--- src/rtl/dram_resp_if.sv ---
// Bank-side completion channel and L2-side response channel of the DRAM return path.
// The slave modport is the encoder; the master modport is whatever drives it.
interface dram_resp_if #(
    parameter int ADDR_WIDTH   = 13,
    parameter int NUM_OF_BANKS = 8,
    parameter int NUM_OF_ROWS  = 128,
    parameter int NUM_OF_COLS  = 8,
    parameter int DATA_WIDTH   = 32
);
    localparam int BANK_W = $clog2(NUM_OF_BANKS);
    localparam int ROW_W  = $clog2(NUM_OF_ROWS);
    localparam int COL_W  = $clog2(NUM_OF_COLS);

    logic                  cmpl_valid;
    logic                  cmpl_ready;
    logic [BANK_W-1:0]     cmpl_bank_id;
    logic [ROW_W-1:0]      cmpl_row_id;
    logic [COL_W-1:0]      cmpl_col_id;
    logic                  cmpl_is_write;
    logic [DATA_WIDTH-1:0] cmpl_data;

    logic                  l2_resp_valid;
    logic                  l2_resp_ready;
    logic [ADDR_WIDTH-1:0] l2_resp_address;
    logic                  l2_resp_is_write;
    logic [DATA_WIDTH-1:0] l2_resp_data;

    modport master (
        output cmpl_valid, cmpl_bank_id, cmpl_row_id, cmpl_col_id, cmpl_is_write, cmpl_data,
        input  cmpl_ready,
        input  l2_resp_valid, l2_resp_address, l2_resp_is_write, l2_resp_data,
        output l2_resp_ready
    );

    modport slave (
        input  cmpl_valid, cmpl_bank_id, cmpl_row_id, cmpl_col_id, cmpl_is_write, cmpl_data,
        output cmpl_ready,
        output l2_resp_valid, l2_resp_address, l2_resp_is_write, l2_resp_data,
        input  l2_resp_ready
    );
endinterface

--- src/rtl/dram_resp_encoder.sv ---
// Rebuilds {bank,row,col} L2 addresses for DRAM completions and returns them to the L2
// in arrival order through a small FIFO that absorbs L2 back-pressure.
module dram_resp_encoder #(
    parameter int ADDR_WIDTH   = 13,
    parameter int NUM_OF_BANKS = 8,
    parameter int NUM_OF_ROWS  = 128,
    parameter int NUM_OF_COLS  = 8,
    parameter int DATA_WIDTH   = 32,
    parameter int FIFO_DEPTH   = 4
) (
    input  logic                          clk,
    input  logic                          rst_n,
    dram_resp_if.slave                    bus,
    output logic [$clog2(FIFO_DEPTH):0]   fifo_count
);
    localparam int BANK_W = $clog2(NUM_OF_BANKS);
    localparam int ROW_W  = $clog2(NUM_OF_ROWS);
    localparam int COL_W  = $clog2(NUM_OF_COLS);
    localparam int PW     = $clog2(FIFO_DEPTH);
    localparam int CW     = PW + 1;

    if (ADDR_WIDTH != BANK_W + ROW_W + COL_W) begin : g_bad_addr_width
        $fatal(1, "dram_resp_encoder: ADDR_WIDTH must equal bank+row+col field widths");
    end
    if (FIFO_DEPTH < 2 || (FIFO_DEPTH & (FIFO_DEPTH - 1)) != 0) begin : g_bad_depth
        $fatal(1, "dram_resp_encoder: FIFO_DEPTH must be a power of 2 and at least 2");
    end

    typedef struct packed {
        logic [ADDR_WIDTH-1:0] addr;
        logic                  is_write;
        logic [DATA_WIDTH-1:0] data;
    } entry_t;

    entry_t          mem [FIFO_DEPTH];
    entry_t          wr_entry;
    entry_t          head;
    logic [PW-1:0]   wr_ptr;
    logic [PW-1:0]   rd_ptr;
    logic            push;
    logic            pop;
    logic            not_empty;

    // Ready depends only on occupancy, so a full FIFO refuses input even on a pop cycle.
    assign bus.cmpl_ready = (fifo_count != CW'(FIFO_DEPTH));
    assign not_empty      = (fifo_count != '0);
    assign push           = bus.cmpl_valid & bus.cmpl_ready;
    assign pop            = not_empty & bus.l2_resp_ready;

    always_comb begin
        wr_entry          = '0;
        wr_entry.addr     = {bus.cmpl_bank_id, bus.cmpl_row_id, bus.cmpl_col_id};
        wr_entry.is_write = bus.cmpl_is_write;
        wr_entry.data     = bus.cmpl_is_write ? '0 : bus.cmpl_data;
    end

    always_ff @(posedge clk) begin
        if (push) mem[wr_ptr] <= wr_entry;
    end

    always_ff @(posedge clk or negedge rst_n) begin
        if (!rst_n) begin
            wr_ptr     <= '0;
            rd_ptr     <= '0;
            fifo_count <= '0;
        end else begin
            if (push) wr_ptr <= wr_ptr + PW'(1);
            if (pop)  rd_ptr <= rd_ptr + PW'(1);
            if (push && !pop)      fifo_count <= fifo_count + CW'(1);
            else if (pop && !push) fifo_count <= fifo_count - CW'(1);
        end
    end

    // Storage is not reset; masking with occupancy gives zeroed outputs while empty or in reset.
    assign head                 = mem[rd_ptr];
    assign bus.l2_resp_valid    = not_empty;
    assign bus.l2_resp_address  = not_empty ? head.addr : '0;
    assign bus.l2_resp_is_write = not_empty ? head.is_write : 1'b0;
    assign bus.l2_resp_data     = not_empty ? head.data : '0;
endmodule

--- src/flat_wrapper.sv ---
// flat-port wrapper written by rule: the top's interface ports become plain ports
module dram_resp_encoder_flat 
#(
    parameter int ADDR_WIDTH   = 13,
    parameter int NUM_OF_BANKS = 8,
    parameter int NUM_OF_ROWS  = 128,
    parameter int NUM_OF_COLS  = 8,
    parameter int DATA_WIDTH   = 32,
    parameter int FIFO_DEPTH   = 4
)
  (clk, rst_n, fifo_count, bus_cmpl_valid, bus_cmpl_bank_id, bus_cmpl_row_id, bus_cmpl_col_id, bus_cmpl_is_write, bus_cmpl_data, bus_cmpl_ready, bus_l2_resp_valid, bus_l2_resp_address, bus_l2_resp_is_write, bus_l2_resp_data, bus_l2_resp_ready);
  dram_resp_if #(.ADDR_WIDTH(ADDR_WIDTH), .NUM_OF_BANKS(NUM_OF_BANKS), .NUM_OF_ROWS(NUM_OF_ROWS), .NUM_OF_COLS(NUM_OF_COLS), .DATA_WIDTH(DATA_WIDTH)) bus_i ();
  input  logic clk;
  input  logic rst_n;
  output logic [$clog2(FIFO_DEPTH):0] fifo_count;
  input wire logic [$bits(bus_i.cmpl_valid)-1:0] bus_cmpl_valid;
  input wire logic [$bits(bus_i.cmpl_bank_id)-1:0] bus_cmpl_bank_id;
  input wire logic [$bits(bus_i.cmpl_row_id)-1:0] bus_cmpl_row_id;
  input wire logic [$bits(bus_i.cmpl_col_id)-1:0] bus_cmpl_col_id;
  input wire logic [$bits(bus_i.cmpl_is_write)-1:0] bus_cmpl_is_write;
  input wire logic [$bits(bus_i.cmpl_data)-1:0] bus_cmpl_data;
  output wire logic [$bits(bus_i.cmpl_ready)-1:0] bus_cmpl_ready;
  output wire logic [$bits(bus_i.l2_resp_valid)-1:0] bus_l2_resp_valid;
  output wire logic [$bits(bus_i.l2_resp_address)-1:0] bus_l2_resp_address;
  output wire logic [$bits(bus_i.l2_resp_is_write)-1:0] bus_l2_resp_is_write;
  output wire logic [$bits(bus_i.l2_resp_data)-1:0] bus_l2_resp_data;
  input wire logic [$bits(bus_i.l2_resp_ready)-1:0] bus_l2_resp_ready;
  assign bus_i.cmpl_valid = bus_cmpl_valid;
  assign bus_i.cmpl_bank_id = bus_cmpl_bank_id;
  assign bus_i.cmpl_row_id = bus_cmpl_row_id;
  assign bus_i.cmpl_col_id = bus_cmpl_col_id;
  assign bus_i.cmpl_is_write = bus_cmpl_is_write;
  assign bus_i.cmpl_data = bus_cmpl_data;
  assign bus_cmpl_ready = bus_i.cmpl_ready;
  assign bus_l2_resp_valid = bus_i.l2_resp_valid;
  assign bus_l2_resp_address = bus_i.l2_resp_address;
  assign bus_l2_resp_is_write = bus_i.l2_resp_is_write;
  assign bus_l2_resp_data = bus_i.l2_resp_data;
  assign bus_i.l2_resp_ready = bus_l2_resp_ready;
  dram_resp_encoder #(.ADDR_WIDTH(ADDR_WIDTH), .NUM_OF_BANKS(NUM_OF_BANKS), .NUM_OF_ROWS(NUM_OF_ROWS), .NUM_OF_COLS(NUM_OF_COLS), .DATA_WIDTH(DATA_WIDTH), .FIFO_DEPTH(FIFO_DEPTH)) u_core (.clk(clk), .rst_n(rst_n), .bus(bus_i), .fifo_count(fifo_count));
endmodule
--- config.mk ---
export PLATFORM = sky130hd
export DESIGN_NAME = dram_resp_encoder_flat
export DESIGN_NICKNAME = d
export VERILOG_FILES = /design/src/rtl/dram_resp_if.sv /design/src/rtl/dram_resp_encoder.sv /design/src/flat_wrapper.sv
export SDC_FILE = /design/constraint.sdc
export NUM_CORES = 1
export LEC_CHECK = 0
export CORE_UTILIZATION = 30
export CTS_BUF_LIST = sky130_fd_sc_hd__clkbuf_16
export DETAILED_ROUTE_END_ITERATION = 12
export GPL_TIMING_DRIVEN = 1
export RECOVER_POWER = 50
export SKIP_LAST_GASP = 1
export SLEW_MARGIN = 20
export SYNTH_ARGS = -nofsm -noshare
export SYNTH_HDL_FRONTEND = slang
export SYNTH_SLANG_ARGS = --single-unit
--- constraint.sdc ---
create_clock -name clk -period 2.8 [get_ports clk]
set_input_delay 0.28 -clock clk [delete_from_list [all_inputs] [get_ports clk]]
set_output_delay 0.28 -clock clk [all_outputs]
set_load 0.03 [all_outputs]
# Word-level counts from Yosys, hierarchy flattened
# Memory sizes are Yosys's and may differ from the RTL's.
# Index checks and enable logic that the tools add are counted.
totals:
  ff_bits: 7
  mem_bits_rw: 184
  in_bits: 50
  out_inout_bits: 51
  word_cells: 25
  memories: 1
classes:
  addsub: 4
  eq_ne: 1
  muxes: 8
  bitwise_logic: 2
  reduce_logical: 6
mem_list:
  columns: ["name", "depth", "word_bits", "rd", "rd_ports_with_merged_regs", "wr", "line_no", "rtl"]
  rows:
  - ["u_core.mem", 4, 46, 1, 0, 1, "dram_resp_encoder.sv:35", "entry_t mem [FIFO_DEPTH];"]
op_table:
  columns: ["cell", "count"]
  rows:
  - ["two-way mux 32 bit", 2]
  - ["two-way mux 13 bit", 1]
  - ["two-way mux 3 bit", 2]
  - ["adder 2 x 1 -> 2 bit, second input constant", 2]
  - ["adder 3 x 1 -> 3 bit, second input constant", 1]
  - ["two-way mux 1 bit", 3]
  - ["inequality test 3 bit, second input constant", 1]
  - ["nonzero test 3 bit", 1]
  - ["subtractor 3 x 1 -> 3 bit, second input constant", 1]
  - ["bitwise AND 1 bit", 2]
  - ["logical AND 1 bit", 2]
  - ["zero test 1 bit", 2]
  - ["nonzero test 2 bit", 1]

# Logic depth before layout (Yosys ltp)
depth:
  ltp_word: 6
  depth_mapped: 9

# Worst setup path after synthesis
# OpenSTA, ideal clock, no wires.
synth_path:
  kind: "register -> register"
  start: "register u_core.fifo_count[0]"
  end: "memory u_core.mem[0][0] (netlist bit), enable pin"
  arrival_time_ns: 2.104
  t_required_ns: 2.392
  setup_slack_ns: 0.288
  path_stages_with_launch: 4
  n_path_buf: 0
  synth_period_minus_slack_ns: 2.512
  path_cell_list: "dfrtp_1 nor2_1 a21boi_2 and2_1"
synth_between:
  elab_chain_len: 4
synth_rtl:
  columns: ["element", "line_no", "rtl"]
  rows:
  - ["start: declaration", "dram_resp_encoder.sv:14", "output logic [$clog2(FIFO_DEPTH):0] fifo_count"]
  - ["start signal: assignment", "dram_resp_encoder.sv:69", "if (push && !pop) fifo_count <= fifo_count + CW'(1);"]
  - ["start signal: assignment", "dram_resp_encoder.sv:70", "else if (pop && !push) fifo_count <= fifo_count - CW'(1);"]
  - ["inequality test 3 bit", "dram_resp_encoder.sv:45", "assign bus.cmpl_ready = (fifo_count != CW'(FIFO_DEPTH));"]
  - ["bitwise AND 1 bit", "dram_resp_encoder.sv:47", "assign push = bus.cmpl_valid & bus.cmpl_ready;"]
  - ["via u_core.push", "dram_resp_encoder.sv:40", "logic push;"]
  - ["two-way mux 1 bit", "dram_resp_encoder.sv:58", "if (push) mem[wr_ptr] <= wr_entry;"]
  - ["two-way mux 1 bit (not written as such)", "dram_resp_encoder.sv:58", null]
  - ["end: declaration", "dram_resp_encoder.sv:35", null]
# The timed path passes the listed nets, and every way through them passes these cells.

# Final worst setup path
layout_path:
  start: "register u_core.rd_ptr[0]"
  end: "output bus_l2_resp_data[0]"
layout_between:
  elab_chain_len: 2
layout_rtl:
  columns: ["element", "line_no", "rtl"]
  rows:
  - ["start: declaration", "dram_resp_encoder.sv:39", "logic [PW-1:0] rd_ptr;"]
  - ["start signal: assignment", "dram_resp_encoder.sv:68", "if (pop) rd_ptr <= rd_ptr + PW'(1);"]
  - ["memory read (4 x 46 bit)", null, null]
  - ["two-way mux 32 bit", "dram_resp_encoder.sv:79", "assign bus.l2_resp_data = not_empty ? head.data : '0;"]
  - ["end: declaration", "flat_wrapper.sv:26", "output wire logic [$bits(bus_i.l2_resp_data)-1:0] bus_l2_resp_data;"]
# Every way passes these cells.

==> qor.yml <==
clocking:
  cts_sinks: 191
  cts-root-buf: "clkbuf_16"
  postCtsHoldBufs: 0
  clk_path_buf_depth: 2
  cts_setup_buffers: 0
  numCtsBuffers: 17
  clkSlewWorstSetupHoldPaths_ps: 70
  clock_latency_ps: 420
  cts_tree: "yes"
  htreeDepth: 4
synthesis:
  yosysTopAreaCell: "edfxtp_1"
  synth_nets: 417
  yosys_warnings: 0
  ys_seq_area_frac: 0.754
  synth_top_cell_area_share: 0.731
  ys_ff_latch: 191
  synth_area_leaders: "edfxtp_1 (73%), mux4_2 (14%), and2_1 (4.1%)"
  syn-cell-area_um2: 7560
  avgSynthCellArea_um2: 20.9
  syn_inst: 361
  synth.distinct_cells: 20
sta:
  max_freq_mhz: 360
  hold_viol: 0
  rsz0062_at_grt: "true"
  min_period_over_period: 0.991
  relSlewSlack: -0.298
  drv_slew: 37
  tightest_slew_ps: 1950
  fin_skew_ps: 5.81
  final.min_clock_period_ps: 2780
  setup_viol: 0
power_and_ir_drop:
  p_leak_nw: 3.28
  peakVddDrop_v: 0.000442
  power_density_nw_per_um2: 1140
cells_and_area:
  fill_cells: 2278
  drive_above_1_share: 0.206
  areaGrowthSynthToFinish_pct: 27.5
  num_antenna_cells: 0
  final_area_um2: 9640
  fin_util: 0.393
  final_nets: 534
route:
  via_count: 3666
  avgViaCountPerCell: 4.50
  drtPass1Iterations: 4
  drt_iter0_drc: 188
  ant_nets: 0
  drcViolationCount: 0
  wl_per_cell_um: 18.4
  wirelength_mm: 15.0
die:
  dieHeight_um: 161
  pin_count: 101
  row_count: 57
  die_area_um2: 25800
  core_area_um2: 24500
  start_util: 0.308
  die_width_um: 161
placed_design:
  gp_congestion: 0.715
  placed_cell_area_um2: 9050
  port_buffers: 100
  hpwl_mm: 9.51
run:
  max_cap_viol_count: 1
global_routing:
  grt_pass1_wl_mm: 23.3
  grt_pass1_vias: 4037
  grt_max_degree: 37
  grt_antenna_before_repair: 0
  gr-usage-all-layers: 0.124
  grt_remaining_overflow: 0
setup_path:
  worstRegToRegCells: 8
  critPathKind: "reg2out"
  r2r_end: "u_core.fifo_count[2]"
  rr_startpoint: "u_core.fifo_count[0]"
  worst_setup_path_end_kind: "output port"
  cp-startpoint: "u_core.rd_ptr[0]"
  crit_fanout: 33
  cp_data_required_time_ps: 2520
  startpoint_type: "register"
  crit_end: "bus_l2_resp_data[0]"
  rrSetupSlack_ps: 300
  worstPathArrival_ps: 2500
worst_hold_path:
  timing.hold.worst.class: "in2async"
status:
  failed_checks: "max-capacitance violations, max-slew violations"
  status: "finished, violations left"
synthesized netlist by cell type (all sizes together):
library cell and n:
edfxtp 184, and2 50, mux4 46, nor2b 32
buf 9, clkbuf 9, dfrtp 7, ha 5
xnor2 4, inv 3, mux2 2, nand2 2
nor2 2, xor2 2, a21boi 1, fa 1
nand3 1, or3 1
power breakdown:
part | total [mW] | internal (mW) | switching (mW)
clock | 2.29 | 1.24 | 1.05
combinational | 4.70 | 2.13 | 2.58
sequential | 3.96 | 3.80 | 0.165
total | 11.0 | 7.16 | 3.80
how the worst min path moves through the flow:
stage	slack (ps)	endpoint	cells past startpoint	from
after detailed placement	550	u_core.fifo_count[2]	1	u_core.fifo_count[2]
after global routing	230	u_core.fifo_count[1]	1	rst_n
after global placement	540	u_core.fifo_count[2]	1	u_core.fifo_count[2]
final	220	u_core.fifo_count[1]	1	rst_n
after CTS	140	u_core.fifo_count[1]	1	rst_n
after floorplan	-20	u_core.fifo_count[0]	0	rst_n
through the flow:
step / hold slack, ps / power, mW / instances / setup TNS, ps / worst slack, ps
6_report: 219 / 11.0 / 815 / 0 / 24.4
5_1_grt: 234 / 11.5 / 815 / -571 / -57.5
4_1_cts: 141 / 11.2 / 815 / -41.4 / -31.7
3_5_place_dp: 547 / 8.90 / 783 / 0 / 439
3_3_place_gp: 543 / 8.84 / 783 / 0 / 453
2_1_floorplan: -15.6 / 7.03 / 361 / 0 / 288
flip-flops by register name, indices dropped and copies added, names as in the netlist:
signal / cells
u_core.fifo_count: 3
u_core.mem: 184
u_core.wr_ptr: 2
u_core.rd_ptr: 2
cell type report:
cell class,instances,area (um^2),share of cell area
well taps,324,405,0.0421
multi-input cells,149,1750,0.181
clock buffers,17,425,0.0441
clock inverters,15,136,0.0141
repair buffers,116,1210,0.126
flip-flops and latches,191,5710,0.592
inverters,3,11.3,0.00117
what timing repair did:
action                     CTS  global route
hold endpoints to repair     0             0
setup endpoints to repair   17            33
gates resized for setup      7            12
logic make-up (layout without fill, tap and decap cells):
family          Yosys count  in the layout  synth area share
flops                   191            191             0.754
simple gates             88             88            0.0713
mux                      48             48             0.140
buf+inv                  21            151            0.0151
fa+ha+maj                 6              6            0.0109
xor+xnor                  6              6           0.00695
compound gates            1              1           0.00149
worst max-delay path, stage by stage (launching register included):
cell and delay [ps]:
dfrtp_4 450, buf_16 260, mux4_2 580, and2_1 170, clkdlybuf4s50_1 580
placed cells by master (no fill, tap or decap), types with 3 or more instances in the layout:
master           count
edfxtp_1           184
clkdlybuf4s50_1     68
mux4_2              46
and2_1              46
nor2b_1             32
clkbuf_16           17
dlygate4sd3_1       14
dlymetal6s2s_1      12
buf_4                9
ha_1                 5
dlygate4sd2_1        5
dfrtp_1              5
inv_1                4
and2_2               4
xnor2_1              4
buf_12               4
clkinvlp_4           3
inv_6                3
routing by layer:
metal / GRT usage / part of all wire / vias to the layer above
met1: 0.150 / 0.44 / 1933
met3: 0.0282 / 0.032 / 15
met2: 0.213 / 0.52 / 70
li1: - / - / 1648
met4: 0.0476 / 0.013 / 0
met5: 0 / 0 / -
Note: power is estimated with default switching activity, not from simulation.
